[config.mk]
export PLATFORM = sky130hd
export DESIGN_NAME = interval_meter_mc
export DESIGN_NICKNAME = d
export VERILOG_FILES = /design/src/rtl/interval_meter_mc.sv
export SDC_FILE = /design/constraint.sdc
export NUM_CORES = 1
export LEC_CHECK = 0
export CAP_MARGIN = 20
export CORE_MARGIN = 8
export CORE_UTILIZATION = 29
export DETAILED_ROUTE_END_ITERATION = 7
export HOLD_SLACK_MARGIN = 0.08
export PLACE_DENSITY = 0.52
export SLEW_MARGIN = 20
export SYNTH_ARGS = -nofsm -noshare
export SYNTH_HDL_FRONTEND = slang
export SYNTH_SLANG_ARGS = --single-unit
[constraint.sdc]
create_clock -name clk -period 2.75 [get_ports clk]
set_input_delay 0.55 -clock clk [delete_from_list [all_inputs] [get_ports clk]]
set_output_delay 0.55 -clock clk [all_outputs]
set_load 0.01 [all_outputs]
[src/rtl/interval_meter_mc.sv]
// interval_meter_mc: multi-channel start/stop time-interval meter.
// Each channel counts prescaled ticks between a start edge and a stop edge,
// single-shot or continuous, and is read through a byte-wide register bus.
// Optional feature macro: INTERVAL_IRQ_EN (adds per-channel irq mask and irq port).
module interval_meter_mc #(
  parameter int NUM_CH = 4,
  parameter int CNT_W  = 32,
  parameter int PRESC  = 10,
  parameter int ADDR_W = 8
) (
  input  logic              clk,
  input  logic              rst,
  input  logic [NUM_CH-1:0] start_in,
  input  logic [NUM_CH-1:0] stop_in,
  input  logic [ADDR_W-1:0] addr,
  input  logic [7:0]        wdata,
  input  logic              wr,
  input  logic              rd,
  output logic [7:0]        rdata
`ifdef INTERVAL_IRQ_EN
  ,
  output logic              irq
`endif
);

  localparam int IDX_W = ADDR_W - 3;
  localparam int SEL_W = (NUM_CH > 1) ? $clog2(NUM_CH) : 1;
  localparam int PW    = (PRESC > 1) ? $clog2(PRESC) : 1;
  localparam logic [CNT_W-1:0] CNT_MAX = '1;

  typedef enum logic [1:0] {IDLE, ARMED, COUNT, DONE} state_t;

  // ---------------------------------------------------------------- prescaler
  logic [PW-1:0] presc_reg;
  logic          tick;

  assign tick = (presc_reg == PW'(PRESC - 1));

  // Free-running prescaler shared by all channels; tick marks the wrap.
  always_ff @(posedge clk) begin
    if (rst)       presc_reg <= '0;
    else if (tick) presc_reg <= '0;
    else           presc_reg <= presc_reg + PW'(1);
  end

  // ------------------------------------------------------------ synchronisers
  logic [NUM_CH-1:0] start_s1_reg, start_s2_reg, start_s3_reg;
  logic [NUM_CH-1:0] stop_s1_reg, stop_s2_reg, stop_s3_reg;

  // Two-flop synchronisers plus one history stage for edge detection.
  always_ff @(posedge clk) begin
    if (rst) begin
      start_s1_reg <= '0;
      start_s2_reg <= '0;
      start_s3_reg <= '0;
      stop_s1_reg  <= '0;
      stop_s2_reg  <= '0;
      stop_s3_reg  <= '0;
    end else begin
      start_s1_reg <= start_in;
      start_s2_reg <= start_s1_reg;
      start_s3_reg <= start_s2_reg;
      stop_s1_reg  <= stop_in;
      stop_s2_reg  <= stop_s1_reg;
      stop_s3_reg  <= stop_s2_reg;
    end
  end

  // ---------------------------------------------------------- address decode
  logic [IDX_W-1:0] ch_sel;
  logic [SEL_W-1:0] ch_idx;
  logic [2:0]       reg_sel;
  logic             ch_valid;
  logic             unused_wdata;

  assign ch_sel       = addr[ADDR_W-1:3];
  assign ch_idx       = ch_sel[SEL_W-1:0];
  assign reg_sel      = addr[2:0];
  assign ch_valid     = (32'(ch_sel) < NUM_CH);
  assign unused_wdata = ^wdata[7:5];

  // Per-channel values gathered for the read multiplexer.
  logic [CNT_W-1:0]  result_all [NUM_CH];
  logic [CNT_W-1:0]  shadow_all [NUM_CH];
  logic [7:0]        status_all [NUM_CH];
  logic [7:0]        ctrl_all   [NUM_CH];
  logic [NUM_CH-1:0] mask_all;
  logic [NUM_CH-1:0] irq_src;

  // ---------------------------------------------------------------- channels
  for (genvar gi = 0; gi < NUM_CH; gi++) begin : g_ch
    logic             hit, ctrl_wr, arm_wr, abort_wr, stat_rd, byte0_rd;
    logic             start_evt_reg, stop_evt_reg;
    logic             capture, sat;
    logic [CNT_W-1:0] count_reg, result_reg, shadow_reg;
    logic             done_reg, ovf_reg, cont_reg, spol_reg, tpol_reg, mask_reg;
    state_t           state_reg, state_next;

    assign hit      = ch_valid && (32'(ch_sel) == gi);
    assign ctrl_wr  = wr && hit && (reg_sel == 3'd5);
    assign abort_wr = ctrl_wr && wdata[4];
    assign arm_wr   = ctrl_wr && wdata[0] && !wdata[4];
    assign stat_rd  = rd && hit && (reg_sel == 3'd4);
    assign byte0_rd = rd && hit && (reg_sel == 3'd0);
    assign sat      = (count_reg == CNT_MAX);

    // Registered event pulses on the selected edge of each synchronised pin.
    always_ff @(posedge clk) begin
      if (rst) begin
        start_evt_reg <= 1'b0;
        stop_evt_reg  <= 1'b0;
      end else begin
        start_evt_reg <= spol_reg ? (~start_s2_reg[gi] & start_s3_reg[gi])
                                  : (start_s2_reg[gi] & ~start_s3_reg[gi]);
        stop_evt_reg  <= tpol_reg ? (~stop_s2_reg[gi] & stop_s3_reg[gi])
                                  : (stop_s2_reg[gi] & ~stop_s3_reg[gi]);
      end
    end

    // Measurement FSM next-state logic; abort overrides every state.
    always_comb begin
      state_next = state_reg;
      capture    = 1'b0;
      if (abort_wr) begin
        state_next = IDLE;
      end else begin
        case (state_reg)
          IDLE:    if (arm_wr) state_next = ARMED;
          ARMED:   if (start_evt_reg) state_next = COUNT;
          COUNT: begin
            if (stop_evt_reg || sat) begin
              state_next = DONE;
              capture    = 1'b1;
            end
          end
          DONE:    state_next = cont_reg ? ARMED : IDLE;
          default: state_next = IDLE;
        endcase
      end
    end

    // Channel state, counter, result capture, status flags and snapshot.
    always_ff @(posedge clk) begin
      if (rst) begin
        state_reg  <= IDLE;
        count_reg  <= '0;
        result_reg <= '0;
        shadow_reg <= '0;
        done_reg   <= 1'b0;
        ovf_reg    <= 1'b0;
        cont_reg   <= 1'b0;
        spol_reg   <= 1'b0;
        tpol_reg   <= 1'b0;
      end else begin
        state_reg <= state_next;
        if (abort_wr || (state_reg == ARMED && start_evt_reg))
          count_reg <= '0;
        else if (state_reg == COUNT && tick && !sat)
          count_reg <= count_reg + CNT_W'(1);
        // Configuration is only taken when a new measurement is armed.
        if (state_reg == IDLE && arm_wr) begin
          cont_reg <= wdata[1];
          spol_reg <= wdata[2];
          tpol_reg <= wdata[3];
        end
        // A completion in the same clk as a STATUS read keeps the new flags.
        if (capture) begin
          result_reg <= count_reg;
          done_reg   <= 1'b1;
          ovf_reg    <= sat;
        end else if (stat_rd) begin
          done_reg <= 1'b0;
          ovf_reg  <= 1'b0;
        end
        if (byte0_rd) shadow_reg <= result_reg;
      end
    end

`ifdef INTERVAL_IRQ_EN
    // Interrupt mask bit for this channel.
    always_ff @(posedge clk) begin
      if (rst)                                     mask_reg <= 1'b0;
      else if (wr && hit && (reg_sel == 3'd6))     mask_reg <= wdata[0];
    end
`else
    assign mask_reg = 1'b0;
`endif

    assign result_all[gi] = result_reg;
    assign shadow_all[gi] = shadow_reg;
    assign status_all[gi] = {4'b0, cont_reg, (state_reg == ARMED) || (state_reg == COUNT),
                             ovf_reg, done_reg};
    assign ctrl_all[gi]   = {4'b0, tpol_reg, spol_reg, cont_reg, 1'b0};
    assign mask_all[gi]   = mask_reg;
    assign irq_src[gi]    = done_reg & mask_reg;
  end

  // ----------------------------------------------------------------- readout
  logic [7:0]  rd_mux;
  logic [31:0] res32, shd32;
  logic [7:0]  rdata_reg;

  // Register read multiplexer; unmapped channels and offsets read zero.
  always_comb begin
    rd_mux = 8'h00;
    res32  = 32'(result_all[ch_idx]);
    shd32  = 32'(shadow_all[ch_idx]);
    if (ch_valid) begin
      case (reg_sel)
        3'd0:    rd_mux = res32[7:0];
        3'd1:    rd_mux = shd32[15:8];
        3'd2:    rd_mux = shd32[23:16];
        3'd3:    rd_mux = shd32[31:24];
        3'd4:    rd_mux = status_all[ch_idx];
        3'd5:    rd_mux = ctrl_all[ch_idx];
        3'd6:    rd_mux = {7'b0, mask_all[ch_idx]};
        default: rd_mux = 8'h00;
      endcase
    end
  end

  // Read data is captured on the rd strobe and held until the next one.
  always_ff @(posedge clk) begin
    if (rst)     rdata_reg <= 8'h00;
    else if (rd) rdata_reg <= rd_mux;
  end

  assign rdata = rdata_reg;

`ifdef INTERVAL_IRQ_EN
  logic irq_reg;

  // Registered OR of all masked done flags.
  always_ff @(posedge clk) begin
    if (rst) irq_reg <= 1'b0;
    else     irq_reg <= |irq_src;
  end

  assign irq = irq_reg;
`else
  logic unused_irq;
  assign unused_irq = ^irq_src;
`endif

endmodule

==> run metrics, run 1 <==
Die Wd=266 um; Main synth FF type=dfxtp_1; port bufs=32; Static Leak=6.94 nW; Worst Path Arrival=2.94 ns; via count=14900; final hold vios=0; global-route wire length before repair=81.5 mm; initial antenna violation count=1; Mapped Nets=2157; drt pass-1 iters=7; Avg Inst Size Synth=8.64 um2; #FFs+latches synth=424; dpl hpwl=38.1 mm; WHS=0.312 ns; PD cells=611 nW/um2; standard-cell rows=92; # IOs=36; P&R area growth vs syn=18.4%; overall power=13.1 mW; RSZ-0062 raised after global routing=false; Sequential Power Share=47.1%; Vias/cell=4.92; core area=62500 um2; Final ANT Viol Nets=0; Seq/Total Area, Yosys=46.7%; Least-Margin Pin Slew=0.713 ns; WP buf/inv=0; Crit path max-delay family=simple AND/OR/NAND/NOR gates; DRC viols=0; final setup violation count=0; fraction of layout cells with a size suffix above 1=11.1%; net switching power=2.91 mW; die height=266 um; critical-path cell list=nand4_1, nor4_1, nand4_1, a31oi_1, o21ai_0, a221oi_1; most frequent CP cell=nand4_1; setup TNS=0 ns; endpoint type of the worst setup path=register; Max-slew headroom=52.4%; top cells by area, synth=dfxtp_1 47%, nand2_1 9.1%, a21oi_1 6.7%, mux4_2 5.2%, nor2_1 4.1%; r2r setup slk=0.29 ns; clk root buf=clkbuf_16; Final Util=34.4%; ANT cells=0; insertion delay to the later sink of the worst-skew pair=0.59 ns; critical path peak fanout=6; Clock power frac=49.4%; All-Layer GR Usage=14.3%; max-cap viol count=0; Overflow after GRT=0; vias in the first global route=14200; largest net degree at the start of global routing=123; routed wire length=51.9 mm; Clock Pin Slew Worst Setup and Hold Paths=0.06 ns; Internal=10.2 mW; Die ar.=71000 um2; Final period util=89.5%; Hold Path Depth=2; H-tree depth=2; clk buf depth=3; final slew viol count=0; status=finished clean; Placer Congestion=0.861; Startpoint Class=register; Req. time, crit path=3.23 ns; Cell variety after synth=64; Max Fclk=406 MHz; quantity of gates resized following cts=0; Nets=2202; CP Class=reg2reg; CP max stage delay=0.63 ns; post-CTS setup repair buffer count=0; Synth Warn #=0; worst reg2reg path depth=6; HP Class=in2reg; Async SR Flop Fraction=0%; worst r2r dst=g_ch[3].state_reg[0]; initial DRC count=969; Tmin final=2.46 ns; Hold-fix buffers, CTS=0; WL per Instance=17.1 um; list of most frequent post-synthesis cells=442 x nand2_1, 424 x dfxtp_1, 242 x a21oi_1, 198 x nor2_1, 91 x clkbuf_1; Sink Count=424; Critical R2R Launch=g_ch[3].count_reg[19]; Post-Synthesis Cell Area=18200 um2; synthesized netlist cell count=2106; area leader, netlist=dfxtp_1; Yosys top cell area share=46.7%; WHS Endpoint=g_ch[1].spol_reg; Comb pwr share=3.4%; Post-synth EDFFs=0; Peak VDD IR=0.450 mV; Sw Share=22.2%; CTS buffer count=46; clock skew=0.0182 ns; Slowest-stage cell, CP=nor4_1; Initial Util=29.1%; most common cell in the synthesized netlist=nand2_1; CTS tree=yes; Hold Startpoint=rst
[worst register-to-register path, cell delays in order (launching register included)]
cell and delay, ns:
dfxtp_1 0.42, nand4_1 0.21, nor4_1 0.63, nand4_1 0.33, a31oi_1 0.38, o21ai_0 0.14
a221oi_1 0.26
[cell families (layout without fill, tap and decap cells)]
group	after synthesis	count (layout)	synth area share, %
compound gates	327	327	9.80
mux	100	100	8.40
buf+inv	157	238	3.46
xor+xnor	102	102	4.91
simple gates	973	973	25.2
fa+ha+maj	23	23	1.58
flops	424	424	46.7
[worst max path at each step]
stage                                        end                   from  slack [ns]  cells after the start
after floorplan                         rdata[4]                addr[4]        0.45                      7
after global placement    g_ch[1].result_reg[23]                addr[2]       -0.42                      7
after detailed placement    g_ch[1].state_reg[0]                addr[2]       -0.27                      7
after CTS                   g_ch[3].state_reg[0]  g_ch[3].count_reg[19]        0.29                      6
after global routing       g_ch[3].count_reg[16]   g_ch[3].state_reg[0]        0.16                      8
final                       g_ch[3].state_reg[0]  g_ch[3].count_reg[19]        0.29                      6
[routing by layer]
metal / routed length [um] / global-route usage, % / vias to the layer above / share of wire (%)
met2: 25000 / 24.3 / 290 / 48
met1: 23300 / 18.5 / 7232 / 45
met5: 0 / 0 / - / 0
met4: 1320 / 4.35 / 0 / 2.6
met3: 2330 / 2.17 / 82 / 4.5
li1: - / - / 7328 / -
[power by group through the flow]
stage	sequential [mW]	clock, mW	combinational [mW]
floorplan	6.33	0	0.296
finish	6.20	6.50	0.452
global route	6.20	6.91	0.488
detailed placement	6.33	0	0.453
CTS	6.20	6.68	0.456
global placement	6.33	0	0.443
[through the flow]
stage          std cells  worst slack (ns)  instance area (um2)
2_1_floorplan       2106             0.452                18200
3_3_place_gp        2949            -0.420                19900
3_5_place_dp        2949            -0.272                19900
4_1_cts             3033             0.291                21500
5_1_grt             3033             0.164                21500
6_report            3033             0.289                21500
[area by class of cell]
class | instances | area, um2
fillers | 6406 | 41000
multi-input cells | 1525 | 9100
flip-flops and latches | 424 | 8490
clock buffers | 64 | 1300
repair buffers | 120 | 1180
well taps | 846 | 1060
clock inverters | 20 | 285
inverters | 34 | 128
[cell usage in the layout (no fill, tap or decap), types with 5 or more instances in the layout]
master	n
and4_1	13
o21ai_0	33
nand2b_1	10
clkdlybuf4s50_1	29
nand3_1	66
xnor2_1	82
inv_1	34
nor4_1	39
nor4b_1	5
a211oi_1	9
nand4_1	40
mux2i_1	57
o21bai_1	5
dfxtp_1	424
and3_1	13
clkbuf_8	8
clkbuf_1	10
clkbuf_16	46
a21o_1	6
or3b_2	7
nand3b_1	8
or3_1	17
bufinv_16	6
nor3_1	40
ha_1	23
or4_1	5
nor2_1	198
buf_12	16
xor2_1	20
nor2b_1	33
nand2_1	442
a21oi_1	242
mux4_2	42
clkinv_2	6
buf_4	72
Power figures use the tool's default switching activity.
==> inputs of run 2 (changes only) <==
--- a/config.mk
+++ b/config.mk
@@ -11,7 +11,6 @@
 export DETAILED_ROUTE_END_ITERATION = 7
 export HOLD_SLACK_MARGIN = 0.08
 export PLACE_DENSITY = 0.52
-export SLEW_MARGIN = 20
 export SYNTH_ARGS = -nofsm -noshare
 export SYNTH_HDL_FRONTEND = slang
 export SYNTH_SLANG_ARGS = --single-unit
==> run 2 against run 1 <==
Power down 0.20%. Combinational power about the same. Clock skew down 0.0017 ns. Critical path type unchanged. Critical endpoint unchanged. Design area barely moved.
==> run metrics, run 2 (synthesized netlist as in run 1, its figures left out) <==
critical path peak fanout=6; status=finished clean; setup TNS=0 ns; dpl ws=-0.287 ns; endpoint type of the worst setup path=register; most frequent cells in the layout=442 x nand2_1, 424 x dfxtp_1, 242 x a21oi_1; Die Wd=266 um; Final period util=88.5%; Die ar.=71000 um2; insertion delay to the later sink of the worst-skew pair=0.58 ns; H-tree depth=2; placed insts=2950; CTS buffer count=46; largest net degree at the start of global routing=123; Placer Congestion=0.861; final slew viol count=0; DRC viols=0; Clock Pin Slew Worst Setup and Hold Paths=0.06 ns; clk buf depth=3; Design Area, Final=21600 um2; dpl hpwl=38.1 mm; initial antenna violation count=0; max-cap viol count=0; final worst-path setup slack=0.316 ns; core area=62500 um2; drt pass-1 iters=5; All-Layer GR Usage=14.2%; Comb pwr share=3.4%; final std cells w/o fill=3033; CP Class=reg2reg; Worst Path Arrival=2.91 ns; vias in the first global route=14000; Overflow after GRT=0; P&R area growth vs syn=18.5%; Sequential Power Share=47.2%; Vias/cell=4.92; clk root buf=clkbuf_16; Sink Count=424; die height=266 um; Static Leak=6.95 nW; Max-slew headroom=52.6%; CTS tree=yes; Internal=10.2 mW; Req. time, crit path=3.23 ns; Startpoint Class=register; Final ANT Viol Nets=0; Peak VDD IR=0.337 mV; Nets=2203; Sw Share=21.9%; WL per Instance=17.0 um; PD cells=609 nW/um2; Hold-fix buffers, CTS=0; port bufs=32; routed wire length=51.6 mm; # IOs=36; global-route wire length before repair=81.0 mm; standard-cell rows=92; quantity of gates resized following cts=0; fraction of layout cells with a size suffix above 1=11.3%; RSZ-0062 raised after global routing=false; Max Fclk=411 MHz; clock skew=0.0165 ns; post-CTS setup repair buffer count=0; final setup violation count=0; Initial Util=29.1%; Post-DP Area=20000 um2; HP Class=in2reg; Clock power frac=49.3%; Least-Margin Pin Slew=0.711 ns; initial DRC count=1025; Tmin final=2.43 ns; final hold vios=0; net switching power=2.88 mW; commonest non-fill, non-tap cell in the layout=nand2_1; ANT cells=0; via count=14900
[run 2: cell count changes in the layout (fill, tap and decap cells not counted), moves of 2 or more]
cell        delta
clkinv_4       -2
clkbuf_1       -4
clkinv_2       +3
clkinvlp_4     +4
[run 2: cell type report]
class,instances,area (um2)
fillers,6422,41000
multi-input cells,1525,9090
flip-flops and latches,424,8490
clock buffers,60,1290
repair buffers,121,1200
well taps,846,1060
clock inverters,23,288
inverters,34,128
[run 2: through the flow]
stage	hold slack, ns	util (%)	power (mW)
after floorplan	0.414	-	6.62
after global placement	0.419	31.9	6.77
after detailed placement	0.428	32.0	6.79
after CTS	0.295	34.5	13.3
after global routing	0.310	34.5	13.6
final	0.326	34.5	13.1
[run 2: worst paths after layout]
kind,slack [ns],startpoint,cells after the start,endpoint
setup / recovery,0.32,g_ch[3].count_reg[19],6,g_ch[3].state_reg[0]
hold / removal,0.33,rst,2,g_ch[1].spol_reg
setup reg to reg,0.32,g_ch[3].count_reg[19],6,g_ch[3].state_reg[0]
hold reg to reg,0.44,start_s1_reg[1],1,start_s2_reg[1]
[run 2: power by group through the flow]
stage / combinational (mW) / clock [mW] / sequential (mW)
5_1_grt: 0.493 / 6.88 / 6.20
6_report: 0.451 / 6.47 / 6.20
2_1_floorplan: 0.296 / 0 / 6.33
3_5_place_dp: 0.455 / 0 / 6.33
3_3_place_gp: 0.443 / 0 / 6.33
4_1_cts: 0.458 / 6.65 / 6.20
[run 2: critical path, cell delays in order, from the launching register on]
cell      delay, ns
dfxtp_1        0.43
nand4_1        0.21
nor4_1         0.61
nand4_1        0.33
a31oi_1        0.36
o21ai_0        0.14
a221oi_1       0.26
[run 2: layer usage]
layer	routed length, um	global-route usage, %	vias to the layer above
li1	-	-	7341
met1	22700	18.5	7203
met2	24700	24.1	301
met3	2850	2.29	71
met4	1290	4.05	0
met5	0	0	-
==> inputs of run 3 (changes only) <==
--- a/config.mk
+++ b/config.mk
@@ -9,6 +9,7 @@
 export CORE_MARGIN = 8
 export CORE_UTILIZATION = 29
 export DETAILED_ROUTE_END_ITERATION = 7
+export DONT_BUFFER_PORTS = 1
 export HOLD_SLACK_MARGIN = 0.08
 export PLACE_DENSITY = 0.52
 export SYNTH_ARGS = -nofsm -noshare
==> run 3 against run 2 <==
Maximum frequency down 3.7%. Non-clock buffer count down 31. Combinational power decreased by 19%. Critical path depth increased by 2. Power rose by 0.62%. Clock-buffer cell count grew 3. Clock skew up 0.010 ns. Worst setup slack worse by 0.094 ns. Largest power group unchanged.
==> run metrics, run 3 (synthesized netlist as in run 1, its figures left out) <==
Peak VDD IR=0.393 mV; Slowest-stage cell, CP=and3b_1; die height=266 um; via count=14700; Placer Congestion=0.874; # IOs=36; Static Leak=6.87 nW; clk buf depth=3; overall power=13.2 mW; CTS tree=yes; Req. time, crit path=3.18 ns; Max Fclk=396 MHz; clk root buf=clkbuf_16; Startpoint Class=register; CP Class=reg2reg; P&R area growth vs syn=17.0%; clock skew=0.0268 ns; RSZ-0062 raised after global routing=false; Max-slew headroom=49.8%; CP max stage delay=0.45 ns; Vias/cell=4.89; Sink Count=424; HP Class=in2reg; Die ar.=71000 um2; ANT cells=0; endpoint type of the worst setup path=register; WP buf/inv=1; core area=62500 um2; PD cells=620 nW/um2; largest net degree at the start of global routing=129; WHS=0.130 ns; Initial Util=29.1%; final hold vios=0; Least-Margin Pin Slew=0.753 ns; max-cap viol count=0; Worst Path Arrival=2.96 ns; quantity of gates resized following cts=0; standard-cell rows=92; insertion delay to the later sink of the worst-skew pair=0.58 ns; port bufs=0; fraction of layout cells with a size suffix above 1=9.41%; Final ANT Viol Nets=0; initial antenna violation count=0; All-Layer GR Usage=14.3%; commonest non-fill, non-tap cell in the layout=nand2_1; Die Wd=266 um; Clock Pin Slew Worst Setup and Hold Paths=0.06 ns; initial DRC count=1013; vias in the first global route=13900; global-route wire length before repair=81.2 mm; Overflow after GRT=0; Nets=2173; drt pass-1 iters=5; most frequent cells in the layout=442 x nand2_1, 424 x dfxtp_1, 242 x a21oi_1; post-CTS setup repair buffer count=0; setup TNS=0 ns; critical-path cell list=ha_1, and3b_1, buf_4, and2_1, nand4_1, nor3_1, xnor2_1, nor2_1; H-tree depth=2; dpl hpwl=36.0 mm; routed wire length=51.3 mm; Final period util=91.9%; Tmin final=2.53 ns; DRC viols=0; WL per Instance=17.1 um; Crit path max-delay family=simple AND/OR/NAND/NOR gates; status=finished clean; critical path peak fanout=5; final setup violation count=0; CTS buffer count=47; final slew viol count=0
[run 3: cell types whose count changed in the layout (fill, tap and decap cells not counted), sizes merged]
cell | before | now
clkinvlp | 6 | 2
buf | 92 | 50
clkbuf | 60 | 63
inv | 36 | 35
clkdlybuf4s50 | 29 | 0
clkinv | 9 | 11
bufinv | 6 | 8
dlygate4sd3 | 0 | 40
[run 3: power by group]
part,internal (mW),switching [mW],total (mW)
logic,0.151,0.213,0.364
clock network,4.07,2.57,6.64
registers,6.18,0.0224,6.20
total,10.4,2.80,13.2
[run 3: per-layer routing]
layer | vias up | global-route usage [%] | wire (um)
li1 | 7270 | - | -
met2 | 268 | 23.1 | 23600
met1 | 7065 | 18.9 | 23800
met3 | 81 | 2.02 | 2050
met4 | 0 | 5.93 | 1850
met5 | - | 0 | 0
[run 3: cell type report]
| class | count | area (um2) |
|---|---|---|
| Fill cell | 6396 | 41200 |
| Sequential cell | 424 | 8490 |
| Inverter | 34 | 128 |
| Timing Repair Buffer | 90 | 878 |
| Clock inverter | 22 | 345 |
| Clock buffer | 63 | 1300 |
| Multi-Input combinational cell | 1525 | 9090 |
| Tap cell | 846 | 1060 |
[run 3: timing repair]
| action | in CTS | in global routing |
|---|---|---|
| endpoints found under the hold margin | 162 | 0 |
| endpoints found under the setup margin | 0 | 0 |
| hold buffers | 43 | 0 |
[run 3: path summary, 6_finish.rpt]
kind	start	to	slack (ns)	cells past startpoint
max	presc_reg[0]	g_ch[1].count_reg[29]	0.22	8
min	start_in[3]	start_s1_reg[3]	0.13	1
max reg2reg	presc_reg[0]	g_ch[1].count_reg[29]	0.22	8
min reg2reg	g_ch[1].result_reg[27]	g_ch[1].shadow_reg[27]	0.44	2
[run 3: metrics by stage]
stage               cells  cell area (um2)  util [%]  worst slack [ns]
global route         3004            21300      34.1            0.0414
finish               3004            21300      34.1             0.222
global placement     2876            19200      30.7             0.274
CTS                  3004            21300      34.1             0.251
floorplan            2106            18200         -             0.452
detailed placement   2876            19200      30.7             0.287
